--- config.mk ---
export PLATFORM = sky130hd
export DESIGN_NAME = lfsr_seg_sampler
export DESIGN_NICKNAME = d
export VERILOG_FILES = /design/src/rtl/lfsr_seg_sampler.sv
export SDC_FILE = /design/constraint.sdc
export NUM_CORES = 1
export LEC_CHECK = 0
export CORE_ASPECT_RATIO = 1.1
export CORE_MARGIN = 10
export CORE_UTILIZATION = 40
export DETAILED_ROUTE_END_ITERATION = 10
export PLACE_DENSITY = 0.66
export SLEW_MARGIN = 5
export SYNTH_ARGS = -nofsm -noshare
export SYNTH_HDL_FRONTEND = slang
export SYNTH_SLANG_ARGS = --single-unit
--- constraint.sdc ---
create_clock -name clk -period 3.7 [get_ports clk]
set_input_delay 0.555 -clock clk [delete_from_list [all_inputs] [get_ports clk]]
set_output_delay 0.555 -clock clk [all_outputs]
set_load 0.03 [all_outputs]
--- src/rtl/lfsr_seg_sampler.sv ---
// lfsr_seg_sampler
// Samples a 4-bit LFSR state at a slow prescaled rate and shows it as a hex
// glyph on a 7-segment display. It also measures the LFSR sequence period in
// valid steps, so the selected feedback mode can be confirmed as maximal length.
module lfsr_seg_sampler #(
  parameter int unsigned PRESCALE = 1000000,  // clk cycles per display sample, 2..2^24
  parameter int unsigned CNT_W    = 5,        // period counter width
  parameter bit          SEG_INV  = 1'b0      // 1 = active-low segment outputs
) (
  input  logic             clk,
  input  logic             rst_n,
  input  logic [3:0]       lfsr_in,
  input  logic             lfsr_valid,
  input  logic             hold,
  input  logic             measure,
  output logic [6:0]       seg,
  output logic             dp,
  output logic             sample_tick,
  output logic [CNT_W-1:0] period,
  output logic             period_done,
  output logic             period_timeout
);

  // Prescaler sized to hold 0..PRESCALE-1; PRESCALE=2^24 still fits in 24 bits.
  localparam int unsigned PRESC_W = (PRESCALE > 1) ? $clog2(PRESCALE) : 1;
  localparam logic [PRESC_W-1:0] PRESC_LAST = PRESC_W'(PRESCALE - 1);

  // Counter saturation: a run that reaches all-ones steps without a repeat
  // is reported as a timeout.
  localparam logic [CNT_W-1:0] CNT_SAT     = '1;
  localparam logic [CNT_W-1:0] CNT_PRE_SAT = CNT_SAT - CNT_W'(1);

  typedef enum logic [1:0] {
    ST_IDLE  = 2'd0,
    ST_COUNT = 2'd1,
    ST_DONE  = 2'd2
  } state_e;

  // ---------------------------------------------------------------------------
  // Prescaler and sample tick
  // ---------------------------------------------------------------------------
  logic [PRESC_W-1:0] presc_q;
  logic               tick_q;
  logic               presc_last;

  assign presc_last = (presc_q == PRESC_LAST);

  // Free-running prescaler; the tick is the registered wrap indication.
  always_ff @(posedge clk) begin
    if (!rst_n) begin
      presc_q <= '0;
      tick_q  <= 1'b0;
    end else begin
      tick_q  <= presc_last;
      presc_q <= presc_last ? '0 : presc_q + PRESC_W'(1);
    end
  end

  assign sample_tick = tick_q;

  // ---------------------------------------------------------------------------
  // Display register and decimal point
  // ---------------------------------------------------------------------------
  logic [3:0] disp_q;
  logic       dp_q;

  // Capture the LFSR value on the same edge that raises the tick, unless frozen.
  always_ff @(posedge clk) begin
    if (!rst_n) begin
      disp_q <= 4'h0;
      dp_q   <= 1'b0;
    end else begin
      dp_q <= hold;
      if (presc_last && !hold) begin
        disp_q <= lfsr_in;
      end
    end
  end

  assign dp = dp_q;

  // ---------------------------------------------------------------------------
  // Hex to 7-segment decode, bit order {g,f,e,d,c,b,a}
  // ---------------------------------------------------------------------------
  logic [6:0] glyph;

  // Standard hex glyphs; lower-case b and d keep them distinct from 8 and 0.
  always_comb begin
    glyph = 7'h3F;
    case (disp_q)
      4'h0: glyph = 7'h3F;
      4'h1: glyph = 7'h06;
      4'h2: glyph = 7'h5B;
      4'h3: glyph = 7'h4F;
      4'h4: glyph = 7'h66;
      4'h5: glyph = 7'h6D;
      4'h6: glyph = 7'h7D;
      4'h7: glyph = 7'h07;
      4'h8: glyph = 7'h7F;
      4'h9: glyph = 7'h6F;
      4'hA: glyph = 7'h77;
      4'hB: glyph = 7'h7C;
      4'hC: glyph = 7'h39;
      4'hD: glyph = 7'h5E;
      4'hE: glyph = 7'h79;
      4'hF: glyph = 7'h71;
      default: glyph = 7'h3F;
    endcase
  end

  assign seg = glyph ^ {7{SEG_INV}};

  // ---------------------------------------------------------------------------
  // Period measurement FSM
  // ---------------------------------------------------------------------------
  state_e             state_q, state_d;
  logic [3:0]         ref_q, ref_d;
  logic [CNT_W-1:0]   cnt_q, cnt_d;
  logic [CNT_W-1:0]   period_q, period_d;
  logic               timeout_q, timeout_d;
  logic               done_q, done_d;
  logic               start;
  logic [CNT_W-1:0]   cnt_inc;

  assign start   = measure && lfsr_valid;
  assign cnt_inc = cnt_q + CNT_W'(1);

  // State and measurement registers; reset abandons any run without a pulse.
  always_ff @(posedge clk) begin
    if (!rst_n) begin
      state_q   <= ST_IDLE;
      ref_q     <= 4'h0;
      cnt_q     <= '0;
      period_q  <= '0;
      timeout_q <= 1'b0;
      done_q    <= 1'b0;
    end else begin
      state_q   <= state_d;
      ref_q     <= ref_d;
      cnt_q     <= cnt_d;
      period_q  <= period_d;
      timeout_q <= timeout_d;
      done_q    <= done_d;
    end
  end

  // Next state: compare each valid step against the captured reference only.
  always_comb begin
    state_d   = state_q;
    ref_d     = ref_q;
    cnt_d     = cnt_q;
    period_d  = period_q;
    timeout_d = timeout_q;
    done_d    = 1'b0;
    case (state_q)
      ST_IDLE, ST_DONE: begin
        // A new capture leaves the previous result visible until it completes.
        if (start) begin
          state_d = ST_COUNT;
          ref_d   = lfsr_in;
          cnt_d   = '0;
        end
      end
      ST_COUNT: begin
        if (lfsr_valid) begin
          if (lfsr_in == ref_q) begin
            period_d  = cnt_inc;
            timeout_d = 1'b0;
            done_d    = 1'b1;
            state_d   = ST_DONE;
          end else if (cnt_q == CNT_PRE_SAT) begin
            period_d  = CNT_SAT;
            timeout_d = 1'b1;
            done_d    = 1'b1;
            state_d   = ST_DONE;
          end else begin
            cnt_d = cnt_inc;
          end
        end
      end
      default: begin
        state_d = ST_IDLE;
      end
    endcase
  end

  assign period         = period_q;
  assign period_done    = done_q;
  assign period_timeout = timeout_q;

endmodule

## Word-level counts from Yosys, hierarchy flattened

Memory sizes are Yosys's and may differ from the RTL's. A register that Yosys moved wholly into a read port is not among the register bits.
Cells that the tools add are included.

- Add/sub/neg operators: 2
- Multiply operators: 0
- Div/mod/pow operators: 0
- Magnitude comparators: 0
- Equal/unequal tests: 10
- Shift-type cells: 0
- Muxes and demuxes: 18
- Bitwise operators: 1
- Reduce and logical (&&, ||, !) cells: 13

Operators with widths:

| operator | number |
|---|---|
| two-way mux 5 bit | 6 |
| adder 20 x 1 -> 20 bit, second input constant | 1 |
| == test 20 bit, second input constant | 1 |
| one-hot mux 5 bit (2 select lines) | 1 |
| AND reduction 3 bit | 3 |
| two-way mux 2 bit | 4 |
| two-way mux 4 bit | 2 |
| != test 2 bit, second input constant | 4 |
| adder 5 x 1 -> 5 bit, second input constant | 1 |
| == test 5 bit, second input constant | 1 |
| AND reduction 5 bit | 1 |
| == test 4 bit | 1 |
| two-way mux 1 bit | 4 |
| one-hot mux 2 bit (2 select lines) | 1 |
| nonzero test 2 bit | 2 |
| OR reduction 2 bit | 2 |
| != test 3 bit, second input constant | 1 |
| == test 2 x 1 -> 1 bit, second input constant | 1 |
| == test 2 bit, second input constant | 1 |
| logical AND 1 bit | 2 |
| logical NOT 2 bit | 1 |
| AND reduction 2 bit | 1 |
| logical NOT 1 bit | 1 |
| NOT 1 bit | 1 |

- Flip-flop bits (word level): 44
- Latch bits: 0
- RAM bits: 0
- ROM bits: 112
- Memories kept: 1

Memories:

| name | words | width | read ports | clocked after Yosys merged registers in | write ports | line | RTL |
|---|---|---|---|---|---|---|---|
| (no name shown) | 16 | 7 | 1 | 1 | 0 | 90 | `case (disp_q)` |

## Longest topological paths before layout

Gate-level depths: netlist of run 1.

- Depth in word-level cells: 5
- Mapped depth: 11
- Mapped depth without buffers: 10

## Worst setup path after synthesis of run 1

OpenSTA, ideal clock, no wires.

- Kind: register to register
- From: reg presc_q[0]
- To: reg, netlist name seg[4]
- Data arrival time: 2.212 ns
- Required time: 3.642 ns
- Path slack: 1.430 ns
- Cell stages (with the launch flop): 11
- Buffers on the path: 1
- Period minus slack after synthesis: 2.270 ns
- Cells stage by stage: dfxtp_1 ha_1 nand3_4 nor4_2 buf_6 mux2i_1 nor2_1 inv_1 ha_1 a221oi_1 o22a_1

- Cells in the longest elaborated chain, start to end: 4

Ends and longest elaborated chain:

| what | line | RTL |
|---|---|---|
| start: declaration | 42 | `logic [PRESC_W-1:0] presc_q;` |
| start signal: assignment | 55 | `presc_q <= presc_last ? '0 : presc_q + PRESC_W'(1);` |
| == test 20 bit | 46 | `assign presc_last = (presc_q == PRESC_LAST);` |
| logical AND 1 bit | 74 | `if (presc_last && !hold) begin` |
| two-way mux 4 bit (no source line) (2 in series) | -- |  |

No other way between the ends.
A chain may end at the register's enable or synchronous reset.

## Worst setup path in the final report of run 1

- From: in lfsr_in[2]
- To: reg period_q[3], in the netlist period[3]

- Cells in the longest elaborated chain, start to end: 3
- Elaborated cells on any way between the ends: 4

Ends and longest elaborated chain:

| what | line | RTL |
|---|---|---|
| start: declaration | 12 | `input logic [3:0] lfsr_in,` |
| == test 4 bit * | 166 | `if (lfsr_in == ref_q) begin` |
| nonzero test 2 bit (no source line) | -- |  |
| AND reduction 3 bit (no source line) | -- |  |
| end signal: assignment | 141 | `period_q <= period_d;` |
| end: declaration | 119 | `logic [CNT_W-1:0] period_q, period_d;` |

Mark *: on every way between the ends. The rest lies on a longest branch, timed or not.

==> impl_metrics.tcl, run 1 <==
set metrics [dict create \
    fillers 538 \
    period_share 0.7420 \
    synthToLayoutAreaGrowth_pct 19.17 \
    setup_viol 0 \
    cp_common_cell "nor2_1" \
    finalPower_mw 1.078 \
    cpMaxStageDelayCell "nor2_1" \
    ir_drop_uv 190.1 \
    finalWirelength_um 4705 \
    slowest_delay_ps 560 \
    worstSetupPathType "input port to flip-flop" \
    start_kind "input port" \
    synth_fp_nets 279 \
    root_buffer "clkbuf_8" \
    cp_cell_sequence "clkdlybuf4s50_1 -> xor2_1 -> nor4_4 -> o21ai_0 -> nor2_1 -> nor2_1 -> a311oi_1" \
    regArea_sq_um 1021 \
    worstPathMaxFanout 12 \
    finalSetupTns_ps 0 \
    min_period_ps 2745 \
    powerDensity_nw_per_um2 379.6 \
    crit_arrival_ps 2960 \
    hold_viol_final 0 \
    port_buffers 24 \
    netlist_area_sq_um 2382 \
    rsz0062_at_grt "false" \
    leakage_nw 1.047 \
    fin_worst_skew_ps 9.797 \
    path_delay_family "simple AND/OR/NAND/NOR gates" \
    routedWlPerCell_um 12.89 \
    clock_path_buffers 2 \
    dp_hpwl_um 3462 \
    ios 25 \
    synth.distinct_cells 47 \
    yosys_warnings 0 \
    cts_sinks 51 \
    via_count 1848 \
    drt_first_pass_iters 4 \
    cts_tree "yes" \
    worstMarginPinSlew_ps 676.0 \
    finish.instance_area_sq_um 2839 \
    place_area_sq_um 2703 \
    cts_resized 0 \
    synth_flop_cell "dfxtp_1" \
    synth_edf_count 0 \
    async_flop_share 0 \
    core_sq_um 5769 \
    drc 0 \
    antenna_found_initial 0 \
    grt_overflow 0 \
    diodes 0 \
    drt-vias-per-instance 5.063 \
    outcome "finished, final reports clean" \
    cap_violations 0 \
    hold_ws_ps 475.9 \
    clkSlewWorstSetupHoldPaths_ps 100 \
    postCtsSetupRepairBufs 0 \
    multi_input_area_sq_um 1281 \
    antenna_left 0 \
    drt_iter0_markers 80 \
    drive_gt1_frac 0.08333 \
    relSlewSlack 0.5477 \
    routabilityCongestion 0.8518 \
    end_kind "flip-flop" \
    drv_slew 0 \
    ys_ff_latch 51 \
    grt_max_degree 27 \
    crit_required_ps 3910 \
    die_h_um 100.9 \
    synth.avg_cell_area_sq_um 9.163 \
    fmax_mhz 364.3 \
    die_area_sq_um 9446 \
    grt_pass1_wl_um 8224 \
    ctsHoldBuffers 0 \
    grt_pass1_vias 1804 \
    nNetsFinal 306 \
    rows 29 \
    start_util 0.4129 \
    path_buf_inv 1 \
    clk_latency_ps 300 \
    die_w_um 93.58 \
    seq_area_frac_synth 0.4286 \
    cts_buffers 5 \
    htree_num_levels 2 \
    grt_usage 0.1058 \
    synth_cells 260 \
    hold_class "flip-flop to flip-flop" \
]
==> cell usage after synthesis, types with 2 or more instances <==
cell | number | area share
a21oi_1 | 8 | 0.017
a311oi_1 | 6 | 0.022
and3_1 | 5 | 0.013
clkbuf_1 | 4 | 0.0063
dfxtp_1 | 51 | 0.43
ha_1 | 10 | 0.053
inv_1 | 9 | 0.014
mux2_2 | 2 | 0.0095
mux2i_1 | 14 | 0.059
nand2_1 | 18 | 0.028
nand2b_1 | 4 | 0.011
nand3_1 | 9 | 0.019
nand4_1 | 4 | 0.011
nor2_1 | 51 | 0.080
nor3_1 | 2 | 0.0042
nor4b_1 | 3 | 0.011
o21ai_0 | 7 | 0.015
xnor2_1 | 6 | 0.022
xor2_1 | 19 | 0.070
==> power breakdown <==
| part | leakage [nW] | internal (mW) | switching, mW |
|---|---|---|---|
| Sequential | 0.413 | 0.556 | 0.00653 |
| Combinational | 0.570 | 0.0248 | 0.0368 |
| Clock | 0.0644 | 0.270 | 0.184 |
==> placed cells by master (no fill, tap or decap), types with 3 or more instances in the layout <==
cell type        count
ha_1                10
nand4_1              4
dfxtp_1             51
mux2i_1             14
nand2b_1             4
xor2_1              19
o21ai_0              7
nor2_1              51
clkbuf_8             5
inv_1                9
xnor2_1              6
clkdlybuf4s50_1     24
and3_1               5
nand3_1              9
a21oi_1              8
buf_4                3
a311oi_1             6
nor4b_1              3
nand2_1             18
==> worst paths after layout <==
check                                start    endpoint  slack (ps)  cells past startpoint
worst min register to register  presc_q[0]  presc_q[0]         480                      1
worst max register to register  presc_q[0]      seg[4]        1080                     10
worst max-delay path            lfsr_in[2]   period[3]         950                      7
worst min-delay path            presc_q[0]  presc_q[0]         480                      1
==> per-stage QoR <==
stage | setup WS (ps) | std cells | utilization
finish | 954.7 | 365 | 0.4921
global route | 621.4 | 365 | 0.4921
CTS | 965.1 | 365 | 0.4921
detailed placement | 627.1 | 357 | 0.4684
global placement | 779.4 | 357 | 0.4684
floorplan | 1430 | 260 | -
==> state kept, by name, summed over array words and instances, names as in the netlist <==
signal / cells
cnt_q: 5
disp_q: 4
dp: 1
period: 5
period_done: 1
period_timeout: 1
presc_q: 20
ref_q: 4
sample_tick: 1
seg: 7
state_q: 2
==> metal layers <==
metal | up-vias | part of all wire | track usage
met5 | - | 0 | 0
met4 | 0 | 0.014 | 0.03977
met3 | 6 | 0.040 | 0.02832
met2 | 31 | 0.48 | 0.1790
met1 | 868 | 0.46 | 0.1246
li1 | 943 | - | -
==> cells by family after synthesis <==
kind of cell               count (synthesis)  share of synthesized area
AOI/OAI and AO/OA                         30                    0.08562
DFF                                       51                     0.4286
xor gates and xnor gates                  25                    0.09191
muxes                                     17                    0.07405
and+or+nand+nor                          109                     0.2337
adders and majority gates                 10                    0.05252
buffers and inverters                     18                    0.03361
==> final cells by class <==
type | count | share of cell area
timing repair buffer | 27 | 0.09255
clock inverter | 3 | 0.02380
clock buffer | 5 | 0.02424
sequential | 51 | 0.3596
inverter | 11 | 0.01454
multi-input combinational | 191 | 0.4513
tap | 77 | 0.03394
Note: power is estimated with default switching activity, not from simulation.
==> run 2: changes to the inputs <==
Clock period 3.7 ns to 2.55 ns, I/O delays scaled along.
==> run 2 against run 1 <==
Effect of this change:
- sequential share of layout area decreased by 1.5 points
- register-to-register slack got worse by 880 ps
- via count increased by 1.9%
- non-clock buffer count increased by 13
- cell area increased by 4.2%
- critical path type is now flip-flop to flip-flop
- critical endpoint is now seg[0]
- largest cell class unchanged
- highest routed layer unchanged
==> impl_metrics.tcl, run 2 (synthesized netlist as in run 1, its figures left out) <==
set metrics [dict create \
    routedWlPerCell_um 13.33 \
    ir_drop_uv 245.1 \
    switching_share 0.2085 \
    dp_cells 370 \
    clock_power_share 0.417 \
    leakage_nw 1.121 \
    cts_tree "yes" \
    start_util 0.4129 \
    hold_class "flip-flop to flip-flop" \
    clkSlewWorstSetupHoldPaths_ps 90 \
    cts_sinks 51 \
    die_area_sq_um 9446 \
    regMostFlops "presc_q" \
    setup_viol 0 \
    final_util 0.5129 \
    drt_iter0_markers 36 \
    place_area_sq_um 2800 \
    via_count 1883 \
    die_w_um 93.58 \
    clk_latency_ps 300 \
    p_seq_frac 0.520 \
    diodes 0 \
    dp_hpwl_um 3711 \
    final_cell_mix "nor2_1 (51), dfxtp_1 (51), clkdlybuf4s50_1 (24)" \
    drc 0 \
    hold_viol_final 0 \
    finish.instance_area_sq_um 2959 \
    min_period_ps 2355 \
    port_buffers 24 \
    crit_arrival_ps 2580 \
    die_h_um 100.9 \
    grt_pass1_wl_um 8590 \
    relSlewSlack 0.6626 \
    internal_power_mw 1.241 \
    grt_pass1_vias 1881 \
    pre_cts_ws_ps 105.1 \
    grt_max_degree 26 \
    worstPathMaxFanout 5 \
    ctsHoldBuffers 0 \
    synthToLayoutAreaGrowth_pct 24.21 \
    comb_power_share 0.063 \
    worstMarginPinSlew_ps 502.3 \
    hold_ws_ps 479.8 \
    crit_required_ps 2770 \
    nNetsFinal 319 \
    antenna_left 0 \
    end_kind "flip-flop" \
    postCtsSetupRepairBufs 0 \
    worstSetupPathType "flip-flop to flip-flop" \
    drt-vias-per-instance 4.981 \
    drt_first_pass_iters 4 \
    fin_worst_skew_ps 11.86 \
    period_share 0.9234 \
    root_buffer "clkbuf_8" \
    outcome "finished, final reports clean" \
    rows 29 \
    clock_path_buffers 2 \
    htree_num_levels 2 \
    routabilityCongestion 0.8286 \
    finalWirelength_um 5040 \
    core_sq_um 5769 \
    p_switching_uw 326.8 \
    stdcell_count 378 \
    powerDensity_nw_per_um2 529.8 \
    cap_violations 0 \
    ios 25 \
    largest_register_ffs 20 \
    postLayoutSetupSlackWorst_ps 195.3 \
    antenna_found_initial 0 \
    cts_buffers 5 \
    grt_overflow 0 \
    grt_usage 0.1100 \
    drive_gt1_frac 0.1362 \
    drv_slew 0 \
    fmax_mhz 424.7 \
    start_kind "flip-flop" \
]
-- run 2: metal layers --
layer | share of wire | track usage
met1 | 0.44 | 0.1212
met2 | 0.52 | 0.1940
met3 | 0.038 | 0.03502
met4 | 0.0095 | 0.03743
met5 | 0 | 0
-- run 2: area by class of cell --
type / count / area (sq um)
clock buffer: 6 / 72.57
clock inverter: 2 / 60.06
fill: 538 / 2810
inverter: 11 / 41.29
multi-input combinational: 191 / 1308
sequential: 51 / 1021
tap: 77 / 96.34
timing repair buffer: 40 / 360.3
-- run 2: power by group through the flow --
stage          clock (mW)  sequential [mW]  combinational, mW
2_1_floorplan           0            0.836             0.0539
3_3_place_gp            0            0.834             0.0982
3_5_place_dp            0            0.834             0.0988
4_1_cts             0.672            0.816             0.0993
5_1_grt             0.698            0.818              0.109
6_report            0.654            0.815             0.0986
-- run 2: path summary, 6_finish.rpt --
path	start	slack, ps	cells after the start	end
setup / recovery	presc_q[0]	200	11	seg[0]
hold / removal	presc_q[0]	480	1	presc_q[0]
setup reg to reg	presc_q[0]	200	11	seg[0]
hold reg to reg	presc_q[0]	480	1	presc_q[0]
-- run 2: worst max-delay path, stage by stage, from the launching register on --
cell      delay, ps
dfxtp_1         380
ha_1            270
nand3_4         120
nor4_2          270
buf_4           180
mux2i_2         240
nor2_1           80
buf_4           150
ha_1            220
inv_1           100
nor2_1           50
a311oi_1        220
-- run 2: metrics by stage --
step | power (mW) | setup TNS [ps]
after CTS | 1.587 | 0
final | 1.568 | 0
after detailed placement | 0.9330 | 0
after global placement | 0.9321 | 0
after global routing | 1.625 | -17.45
after floorplan | 0.8895 | 0
-- run 2: timing repair --
item                                    in CTS  in global routing
hold endpoints to repair                     0                  0
resized for setup                            0                  5
endpoints found under the setup margin       0                  5
==> run 3: changes to the inputs <==
Settings changed: PLACE_DENSITY 0.66 to 0.63.
==> run 3 against run 2 <==
Effect of this change:
- cell count unchanged
- setup slack worse by 27 ps
- cell area down 1.1%
- sequential power about the same
- die area unchanged
- via count down 1.4%
- count of clock-buffer cells in the layout unchanged
- critical path type unchanged
- largest cell class unchanged
==> impl_metrics.tcl, run 3 (synthesized netlist as in run 1, its figures left out) <==
set metrics [dict create \
    die_w_um 93.58 \
    routedWlPerCell_um 12.74 \
    grt_overflow 0 \
    place_area_sq_um 2800 \
    port_buffers 24 \
    fin_worst_skew_ps 8.129 \
    crit_arrival_ps 2590 \
    fmax_mhz 419.8 \
    die_area_sq_um 9446 \
    die_h_um 100.9 \
    leakage_nw 1.110 \
    drt_iter0_markers 48 \
    r2r_setup_slack_ps 170 \
    worstSetupPathType "flip-flop to flip-flop" \
    finalWirelength_um 4816 \
    hold_viol_final 0 \
    ios 25 \
    htree_num_levels 2 \
    setup_viol 0 \
    worstPathMaxFanout 4 \
    antenna_found_initial 0 \
    grt_pass1_vias 1852 \
    finish.instance_area_sq_um 2928 \
    cts_buffers 5 \
    diodes 0 \
    grt_usage 0.1087 \
    finalPower_mw 1.493 \
    cts_sinks 51 \
    clkSlewWorstSetupHoldPaths_ps 90 \
    antenna_left 0 \
    hold_class "flip-flop to flip-flop" \
    grt_pass1_wl_um 8355 \
    powerDensity_nw_per_um2 509.8 \
    drive_gt1_frac 0.1296 \
    relSlewSlack 0.6478 \
    drv_slew 0 \
    postLayoutSetupSlackWorst_ps 168.1 \
    root_buffer "clkbuf_8" \
    core_sq_um 5769 \
    nNetsFinal 319 \
    ir_drop_uv 254.8 \
    end_kind "flip-flop" \
    synthToLayoutAreaGrowth_pct 22.90 \
    grt_max_degree 21 \
    clock_path_buffers 2 \
    outcome "finished, final reports clean" \
    via_count 1857 \
    min_period_ps 2382 \
    start_util 0.4129 \
    clk_latency_ps 300 \
    cap_violations 0 \
    final_cell_mix "nor2_1 (51), dfxtp_1 (51), clkdlybuf4s50_1 (24)" \
    drt-vias-per-instance 4.913 \
    crit_required_ps 2760 \
    routabilityCongestion 0.7844 \
    regMostFlops "presc_q" \
    drt_first_pass_iters 4 \
    postCtsSetupRepairBufs 0 \
    largest_register_ffs 20 \
    pre_cts_ws_ps 127.4 \
    dp_hpwl_um 3590 \
    rsz0062_at_grt "false" \
    start_kind "flip-flop" \
    cts_tree "yes" \
    finalSetupTns_ps 0 \
    rows 29 \
    worstMarginPinSlew_ps 524.3 \
    drc 0 \
    period_share 0.9341 \
]
-- run 3: where the power goes --
part	switching, mW	leakage (nW)	internal, mW
Sequential	0.00914	0.413	0.806
Clock	0.262	0.0612	0.318
Combinational	0.0548	0.636	0.0423
-- run 3: final cells by class --
cell class	instances	area, sq um
Clock inverter	2	35.03
Fill cell	549	2841
Tap cell	77	96.34
Inverter	11	41.29
Clock buffer	6	82.58
Sequential cell	51	1021
Timing Repair Buffer	40	360.3
Multi-Input combinational cell	191	1291
-- run 3: path summary, 6_finish.rpt --
kind / start / endpoint / cells past startpoint
worst max-delay path: presc_q[8] / seg[0] / 11
worst min-delay path: presc_q[0] / presc_q[0] / 1
worst max register to register: presc_q[8] / seg[0] / 11
worst min register to register: presc_q[0] / presc_q[0] / 1
-- run 3: per-layer routing --
layer	vias up	GRT usage	part of all wire
met5	-	0	0
met4	0	0.03509	0.013
met3	6	0.03502	0.032
met2	16	0.1876	0.51
met1	866	0.1237	0.44
li1	969	-	-
-- run 3: timing repair --
action,4_1_cts,5_1_grt
endpoints found under the setup margin,0,6
hold endpoints to repair,0,0
resized for setup,0,2
hold buffers,0,0
-- run 3: per-stage QoR --
| stage | hold slack [ps] | utilization | std cells |
|---|---|---|---|
| detailed placement | 458.6 | 0.4854 | 370 |
| CTS | 479.2 | 0.5057 | 378 |
| finish | 477.3 | 0.5075 | 378 |
| global placement | 450.1 | 0.4854 | 370 |
| floorplan | 430.2 | - | 260 |
| global route | 526.9 | 0.5075 | 378 |
-- run 3: worst max-delay path, stage by stage, from the launching register on --
cell and delay, ps:
dfxtp_1 360, nor4bb_2 300, nand3_1 150, nor4_2 230
buf_4 170, mux2i_1 240, nor2_1 80, buf_4 150
ha_1 220, inv_1 100, nor2_1 50, a311oi_1 240
